`config.mk`:
```
export PLATFORM = sky130hd
export DESIGN_NAME = bullet_slot_scheduler
export DESIGN_NICKNAME = d
export VERILOG_FILES = /design/src/rtl/bullet_slot_scheduler.sv
export SDC_FILE = /design/constraint.sdc
export NUM_CORES = 1
export LEC_CHECK = 0
export ABC_AREA = 1
export CAP_MARGIN = 10
export CORE_ASPECT_RATIO = 0.5
export CORE_MARGIN = 2
export CORE_UTILIZATION = 45
export DETAILED_ROUTE_END_ITERATION = 12
export PLACE_DENSITY = 0.67
export SYNTH_ARGS = -nofsm -noshare
export SYNTH_HDL_FRONTEND = slang
export SYNTH_SLANG_ARGS = --single-unit
```
`constraint.sdc`:
```
create_clock -name clk_60hz -period 2.2 [get_ports clk_60hz]
set_clock_uncertainty 0.1 [all_clocks]
set_input_delay 0.44 -clock clk_60hz [delete_from_list [all_inputs] [get_ports clk_60hz]]
set_output_delay 0.44 -clock clk_60hz [all_outputs]
set_load 0.03 [all_outputs]
```
`src/rtl/bullet_slot_scheduler.sv`:
```
// Bullet slot scheduler: edge-qualified shooting, cooldown, round-robin slot pick.
// Optional hold-to-autofire behaviour is enabled by defining BULLET_AUTOFIRE_EN.
module bullet_slot_scheduler #(
  parameter int NUM_SLOTS   = 4,
  parameter int COOLDOWN    = 8,
  parameter int PEND_FRAMES = 15
) (
  input  logic                 clk_60hz,
  input  logic                 reset,
  input  logic                 shoot_up,
  input  logic                 shoot_down,
  input  logic [NUM_SLOTS-1:0] in_use,
  input  logic [NUM_SLOTS-1:0] hit,
  output logic [NUM_SLOTS-1:0] fire,
  output logic [NUM_SLOTS-1:0] kill,
  output logic [NUM_SLOTS-1:0] fire_dir,
  output logic                 all_busy,
  output logic [7:0]           shots_fired,
  output logic [7:0]           shots_dropped,
  output logic [1:0]           state
);

  localparam int PW = (NUM_SLOTS > 1) ? $clog2(NUM_SLOTS) : 1;
  localparam logic [7:0] CD_LOAD = 8'(COOLDOWN);
  localparam logic [7:0] PD_LOAD = 8'(PEND_FRAMES);
  localparam logic [PW-1:0] LAST = PW'(NUM_SLOTS - 1);

  typedef enum logic [1:0] {
    ST_IDLE = 2'd0,
    ST_PEND = 2'd1,
    ST_COOL = 2'd2,
    ST_WAIT = 2'd3
  } state_e;

  state_e               state_q, state_d;
  logic                 prev_shoot_q, prev_shoot_d;
  logic [PW-1:0]        rr_ptr_q, rr_ptr_d;
  logic [7:0]           cnt_q, cnt_d;
  logic [NUM_SLOTS-1:0] reserved_q, reserved_d;
  logic                 dir_q, dir_d;
  logic [NUM_SLOTS-1:0] fire_q, fire_d;
  logic [NUM_SLOTS-1:0] kill_q, kill_d;
  logic [NUM_SLOTS-1:0] fire_dir_q, fire_dir_d;
  logic                 all_busy_q, all_busy_d;
  logic [7:0]           fired_q, fired_d;
  logic [7:0]           dropped_q, dropped_d;
`ifdef BULLET_AUTOFIRE_EN
  logic                 auto_q, auto_d;
`endif

  logic                 shoot;
  logic                 edge_det;
  logic [NUM_SLOTS-1:0] free;
  logic                 any_free;
  logic                 found;
  int                   idx;
  logic [PW-1:0]        pick_idx;
  logic [NUM_SLOTS-1:0] pick_oh;
  logic [PW-1:0]        rr_next;
  logic                 req;
  logic                 req_dir;
  logic                 do_fire;
  logic                 fire_up;
  logic [7:0]           cnt_dec;

  // Request qualification and slot availability for this frame
  always_comb begin
    shoot    = shoot_up | shoot_down;
    edge_det = shoot & ~prev_shoot_q;
    free     = ~in_use & ~reserved_q;
    any_free = |free;
`ifdef BULLET_AUTOFIRE_EN
    req      = edge_det | auto_q;
    req_dir  = edge_det ? shoot_up : dir_q;
`else
    req      = edge_det;
    req_dir  = shoot_up;
`endif
  end

  // Round-robin search for the first free slot at or after rr_ptr
  always_comb begin
    found    = 1'b0;
    pick_idx = '0;
    idx      = 0;
    pick_oh  = '0;
    for (int off = 0; off < NUM_SLOTS; off++) begin
      idx = int'(rr_ptr_q) + off;
      if (idx >= NUM_SLOTS) idx = idx - NUM_SLOTS;
      if (!found && free[idx[PW-1:0]]) begin
        found    = 1'b1;
        pick_idx = idx[PW-1:0];
      end
    end
    if (found) pick_oh[pick_idx] = 1'b1;
    rr_next = (pick_idx == LAST) ? '0 : pick_idx + PW'(1);
  end

  // Next-state, counters and output pulses
  always_comb begin
    state_d      = state_q;
    prev_shoot_d = shoot;
    rr_ptr_d     = rr_ptr_q;
    cnt_d        = cnt_q;
    reserved_d   = '0;
    dir_d        = dir_q;
    fire_d       = '0;
    kill_d       = hit & in_use;
    fire_dir_d   = fire_dir_q;
    all_busy_d   = ~any_free;
    fired_d      = fired_q;
    dropped_d    = dropped_q;
`ifdef BULLET_AUTOFIRE_EN
    auto_d       = 1'b0;
`endif
    do_fire      = 1'b0;
    fire_up      = dir_q;
    cnt_dec      = cnt_q - 8'd1;

    unique case (state_q)
      ST_IDLE: begin
        if (req) begin
          dir_d = req_dir;
          if (any_free) begin
            do_fire = 1'b1;
            fire_up = req_dir;
          end else begin
            state_d = ST_PEND;
            cnt_d   = PD_LOAD;
          end
        end
      end
      ST_PEND: begin
        if (any_free) begin
          do_fire = 1'b1;
        end else begin
          cnt_d = cnt_dec;
          if (cnt_dec == 8'd0) begin
            state_d = ST_WAIT;
            if (dropped_q != 8'hFF) dropped_d = dropped_q + 8'd1;
          end
        end
      end
      ST_COOL: begin
        cnt_d = cnt_dec;
        if (cnt_dec == 8'd0) begin
`ifdef BULLET_AUTOFIRE_EN
          state_d = ST_IDLE;
          if (shoot) begin
            auto_d = 1'b1;
            dir_d  = shoot_up;
          end
`else
          state_d = shoot ? ST_WAIT : ST_IDLE;
`endif
        end
      end
      ST_WAIT: begin
        if (!shoot) state_d = ST_IDLE;
      end
      default: state_d = ST_IDLE;
    endcase

    if (do_fire) begin
      fire_d     = pick_oh;
      reserved_d = pick_oh;
      fire_dir_d = (fire_dir_q & ~pick_oh)
                 | ({NUM_SLOTS{fire_up}} & pick_oh);
      rr_ptr_d   = rr_next;
      fired_d    = fired_q + 8'd1;
      state_d    = ST_COOL;
      cnt_d      = CD_LOAD;
    end
  end

  // State register with synchronous reset
  always_ff @(posedge clk_60hz) begin
    if (reset) begin
      state_q      <= ST_IDLE;
      prev_shoot_q <= 1'b0;
      rr_ptr_q     <= '0;
      cnt_q        <= '0;
      reserved_q   <= '0;
      dir_q        <= 1'b0;
      fire_q       <= '0;
      kill_q       <= '0;
      fire_dir_q   <= '0;
      all_busy_q   <= 1'b0;
      fired_q      <= '0;
      dropped_q    <= '0;
`ifdef BULLET_AUTOFIRE_EN
      auto_q       <= 1'b0;
`endif
    end else begin
      state_q      <= state_d;
      prev_shoot_q <= prev_shoot_d;
      rr_ptr_q     <= rr_ptr_d;
      cnt_q        <= cnt_d;
      reserved_q   <= reserved_d;
      dir_q        <= dir_d;
      fire_q       <= fire_d;
      kill_q       <= kill_d;
      fire_dir_q   <= fire_dir_d;
      all_busy_q   <= all_busy_d;
      fired_q      <= fired_d;
      dropped_q    <= dropped_d;
`ifdef BULLET_AUTOFIRE_EN
      auto_q       <= auto_d;
`endif
    end
  end

  assign fire          = fire_q;
  assign kill          = kill_q;
  assign fire_dir      = fire_dir_q;
  assign all_busy      = all_busy_q;
  assign shots_fired   = fired_q;
  assign shots_dropped = dropped_q;
  assign state         = state_q;

endmodule

```
* Word level (Yosys, flattened, before mapping)
Cells that the tools add are included.
** Storage, ports and cells
- Input port bits :: 12
- Flip-flop bits (word level) :: 43
- Word-level logic and storage cells :: 128
** Operators by class
- Bitwise logic cells :: 13
- Add/sub/neg operators :: 11
- Muxes and demuxes :: 44
- Order comparisons :: 10
- Reduce and logical (&&, ||, !) cells :: 20
- Equality and inequality tests :: 17
** Operator list (count)
- $mux W2 :: 17
- $mux W8 :: 3
- $pmux W8 S3 :: 1
- $ne A3 B3 Y1 const B :: 6
- $add A8 B1 Y8 const B :: 2
- $and A4 B4 Y4 :: 4
- $lt A2 B3 Y1 const B :: 5
- $mux W1 :: 14
- $ne A2 B2 Y1 const B :: 6
- $not A4 Y4 :: 3
- $reduce_and A4 Y1 :: 3
- $reduce_and A6 Y1 :: 2
- $ge A3 B3 Y1 const B :: 3
- $bmux W1 S2 :: 4
- $logic_not A8 Y1 :: 1
- $mux W4 :: 2
- $ne A8 B8 Y1 const B :: 1
- $pmux W2 S4 :: 1
- $sub A2 B1 Y2 const B :: 4
- $sub A8 B1 Y8 const B :: 1
- $add A2 B2 Y3 const B :: 2
- $eq A2 B2 Y1 const B :: 3
- $logic_and A1 B1 Y1 :: 4
- $or A4 B4 Y4 :: 1
- 17 further kinds :: 22

* Depth between registers and ports, before layout
- Word-level depth :: 22
- Depth in mapped cells :: 14

* Worst setup path after synthesis
Ideal clock, no wire load.
- Kind :: in2reg
- Start point :: input port in_use[3]
- End point :: register (tool-made name)
- Path buffers :: 0
- Data required time :: 2028 ps
- Setup slack :: 249 ps
- Data arrival time :: 1779 ps
- Stages :: 14
- Cell sequence :: nor2_1 -> inv_1 -> o21ai_0 -> nand2_1 -> nand2_1 -> nand3_1 -> nand3_1 -> nand3_1 -> nand2_1 -> inv_1 -> ha_1 -> nand2_1 -> nand2_1 -> a21oi_1
** RTL lines
- from (decl) :: RTL line 12 : input logic [NUM_SLOTS-1:0] in_use,

* Worst setup path after layout
- Start point :: register rr_ptr_q[0]
- End point :: register fire_q[0], in the netlist fire[0]
** Between the ends
- Cells in the longest elaborated chain, start to end :: 19
- Elaborated cells on any way between the ends :: 43
** Ends and longest elaborated chain
- from (decl) :: RTL line 37 : logic [PW-1:0] rr_ptr_q, rr_ptr_d;
- from (signal assigned) :: RTL line 197 : rr_ptr_q <= rr_ptr_d;
- parallel branches: the longest is 18 deep, another holds $add A2 B1 Y3
- $mux W4 (*) :: RTL line 95 : if (found) pick_oh[pick_idx] = 1'b1;
- to (signal assigned) :: RTL line 201 : fire_q <= fire_d;
- to (decl) :: RTL line 41 : logic [NUM_SLOTS-1:0] fire_q, fire_d;
Every way passes the cells marked *. The select of a mux whose other input is x is not followed.
A chain may end at the register's enable or synchronous reset.

==> summary.txt <==
Outcome
  • Outcome: completed

Timing
  • Timing-limited maximum frequency: 483.2 MHz
  • Total setup violations reported at the end of the flow: 0
  • Final Cycle Share: 94.07%
  • Tmin final: 2.070 ns
  • Worst slew margin relative to its limit: 66.72%
  • Slack of the critical path: 0.1304 ns
  • Actual transition at the worst max-transition pin: 0.4986 ns
  • Endpoints failing hold: 0
  • Final Max Slew Viols: 0

Layout
  • Commonest cells after routing, fill and taps aside: sky130_fd_sc_hd__nand2_1, sky130_fd_sc_hd__nor2_1, sky130_fd_sc_hd__inv_1
  • Net count, final: 465
  • Antenna diode count: 0
  • Leading cell type in the layout, fill and taps excluded: sky130_fd_sc_hd__nand2_1
  • Share of final-layout standard cells stronger than drive strength 1: 18.64%
  • Post-route cell area: 3334 µm²
  • Synthesis-to-finish area growth: 35.14%
  • Number of fill cells: 479

Setup path
  • Slowest CP cell: sky130_fd_sc_hd__dfxtp_2
  • Ordered cell list for the critical path: inv_2, o211ai_1, nand2_1, nor2_2, nand3_1, nand3_1, nand2_2, inv_2, ha_2, nand2_1, buf_4, nor2_1
  • Data required time at the worst endpoint: 2.35 ns
  • Max FO, Critical Path: 8
  • Critical path capture point type: flip-flop
  • Register-to-register setup slack: 0.13 ns
  • Crit Path Category: reg2reg
  • Sort of element at the start of the critical path: flip-flop
  • Crit-path max cell delay: 0.41 ns
  • Crit path DAT: 2.22 ns

Global route
  • Maximum number of pins on one net before global-route repair: 17
  • Final global-route overflow total: 0
  • Number of global-route vias before repair: 2240
  • Global-route wire length before repair: 9791 µm
  • Number of antenna violations at the first check in global routing: 0
  • Total routing usage reported by global routing: 19.84%

Min path
  • Worst hold path class: in2reg

Detailed routing
  • Drt first-iter violations: 109
  • Final wirelength: 5902 µm
  • Iteration count of the initial detailed-routing pass: 4
  • Ratio of routed vias to standard cells: 4.882
  • Total number of vias: 2490
  • Number of routed nets with antenna violations: 0
  • Post-DR wirelength/cell: 11.57 µm
  • Post-route DRC violation count: 0

CTS
  • H-tree Lvls: 2
  • Clock slew at the register clock pins of the worst setup and hold paths: 0.09 ns
  • Total CTS buffers: 5
  • Maximum count of clock buffers along a single path: 2
  • Clock Sink Count: 43
  • Clock tree root buffer cell: sky130_fd_sc_hd__clkbuf_8
  • Skew-Pair Late Insertion Delay: 0.30 ns
  • CTS tree: yes
  • Count of hold buffers inserted by post-cts repair: 0

Floorplanning
  • I/O pin total: 43
  • Die span in x: 108.7 µm
  • Starting Density: 48.26%
  • Die Footprint: 6127 µm²
  • Floorplan die height: 56.36 µm
  • Floorplan core area: 5112 µm²
  • Std-Cell Rows: 18

Flow run
  • # Max-Cap Violations: 0

Synth
  • Synth Register Bits: 43
  • Proportion of synthesized chip area in sequential cells: 34.89%
  • Distinct cell type count after synthesis: 29
  • Count of yosys warnings during synthesis: 0
  • Number of standard cells after synthesis: 371
  • Mean instance size in the synthesized netlist: 6.651 µm²
  • Syn Nets: 397
  • Cell area after synthesis: 2467 µm²

Placement
  • Port-buffer cells: 42
  • Final HPWL from detailed placement: 4523 µm
  • Post-placement worst setup slack: -0.3638 ns
  • Instance area after placement: 3131 µm²
  • Weighted congestion at the end of routability-driven global placement: 0.8548

Power
  • Total power consumption of the routed design: 4.080 mW
  • Power per standard cell area: 1224 nW/µm²
  • Leakage Power: 1.491 nW
  • Peak ir drop on the vdd network: 738.0 µV
synthesized netlist by cell type:
library cell / instances / share of area [%]
sky130_fd_sc_hd__ha_1: 14 / 7.1
sky130_fd_sc_hd__dfxtp_1: 43 / 35
sky130_fd_sc_hd__inv_1: 49 / 7.5
sky130_fd_sc_hd__buf_2: 3 / 0.61
sky130_fd_sc_hd__nand2_1: 92 / 14
sky130_fd_sc_hd__nor2_2: 5 / 1.3
sky130_fd_sc_hd__nor2_4: 5 / 2.3
sky130_fd_sc_hd__o211ai_1: 1 / 0.30
sky130_fd_sc_hd__clkinv_1: 1 / 0.15
sky130_fd_sc_hd__o22ai_1: 1 / 0.25
sky130_fd_sc_hd__xnor2_1: 2 / 0.71
sky130_fd_sc_hd__nor3b_1: 1 / 0.30
sky130_fd_sc_hd__nand2_2: 5 / 1.3
sky130_fd_sc_hd__clkbuf_1: 2 / 0.30
sky130_fd_sc_hd__o21ai_0: 15 / 3.0
sky130_fd_sc_hd__nand3_2: 3 / 1.2
sky130_fd_sc_hd__a22o_1: 1 / 0.36
sky130_fd_sc_hd__nand4_1: 13 / 3.3
sky130_fd_sc_hd__a21oi_1: 17 / 3.4
sky130_fd_sc_hd__nor3_1: 7 / 1.4
sky130_fd_sc_hd__o21ai_1: 4 / 0.81
sky130_fd_sc_hd__or2_2: 1 / 0.25
sky130_fd_sc_hd__xor2_1: 1 / 0.36
sky130_fd_sc_hd__a21oi_4: 1 / 0.66
sky130_fd_sc_hd__o21ai_2: 1 / 0.36
sky130_fd_sc_hd__o21a_1: 1 / 0.30
sky130_fd_sc_hd__nor2_1: 55 / 8.4
sky130_fd_sc_hd__inv_2: 5 / 0.76
sky130_fd_sc_hd__nand3_1: 22 / 4.5
path summary, 6_finish.rpt:
| kind | from | depth (start not counted) | endpoint |
|---|---|---|---|
| worst max-delay path | rr_ptr_q[0] | 12 | fire[0] |
| worst min-delay path | in_use[1] | 3 | kill[1] |
| worst max register to register | rr_ptr_q[0] | 12 | fire[0] |
| worst min register to register | flip-flop | 2 | flip-flop |
cell type report:
class                           count  area [µm²]  area share [%]
Timing Repair Buffer               66       623.1           18.69
Clock inverter                      3       23.77          0.7129
Multi-Input combinational cell    268        1463           43.86
Sequential cell                    43       862.1           25.85
Tap cell                           70       87.58           2.627
Clock buffer                        5       68.82           2.064
Inverter                           55       206.4           6.191
what timing repair did:
action / 4_1_cts / 5_1_grt
gates resized for setup: 4 / 29
endpoints found under the hold margin: 0 / 0
pin swaps: 2 / 12
setup endpoints to repair: 3 / 14
buffers inserted: 0 / 2
through the flow:
step	std cells	util, %	hold slack (ns)	TNS, ns
global route	510	65.22	0.3097	-0.02018
CTS	508	63.22	0.3772	0
floorplan	371	-	0.3850	0
detailed placement	500	61.23	0.3626	-4.103
global placement	500	61.23	0.3492	-2.796
finish	510	65.22	0.3006	0
kinds of logic (layout without fill, tap and decap cells):
family / count (synthesis) / after routing / synth area share [%]
simple gates: 209 / 209 / 38.13
buf+inv: 60 / 129 / 9.280
flops: 43 / 43 / 34.89
compound gates: 42 / 42 / 9.534
fa+ha+maj: 14 / 14 / 7.099
xor+xnor: 3 / 3 / 1.065
flip-flops by register name (all words and copies together) (netlist names), named ones only:
register	count
shots_fired	8
fire	4
rr_ptr_q	2
cnt_q	8
dir_q	1
all_busy	1
prev_shoot_q	1
shots_dropped	8
state	2
kill	4
critical path: cells and delay by family (launching register included):
family                     cells  cell delay [ns]
AOI/OAI and AO/OA              1             0.32
adders and majority gates      1             0.17
buffers and inverters          3             0.31
DFF                            1             0.41
and+or+nand+nor                7             0.71
power breakdown:
part	total, mW	switching [mW]	internal, mW	leakage, nW
combinational	2.47	1.50	0.968	1.10
clock	0.532	0.304	0.227	0.0408
sequential	1.08	0.155	0.923	0.350
total	4.08	1.96	2.12	1.49
metal layers:
| layer | part of all wire, % | track usage, % | up-vias | wire length (µm) |
|---|---|---|---|---|
| met3 | 5.4 | 4.646 | 7 | 317 |
| met5 | 0 | 0 | - | 0 |
| met1 | 49 | 26.45 | 1119 | 2899 |
| met2 | 45 | 33.13 | 57 | 2644 |
| met4 | 0.68 | 3.480 | 0 | 40 |
| li1 | - | - | 1307 | - |
(Power assumes the default switching activity.)
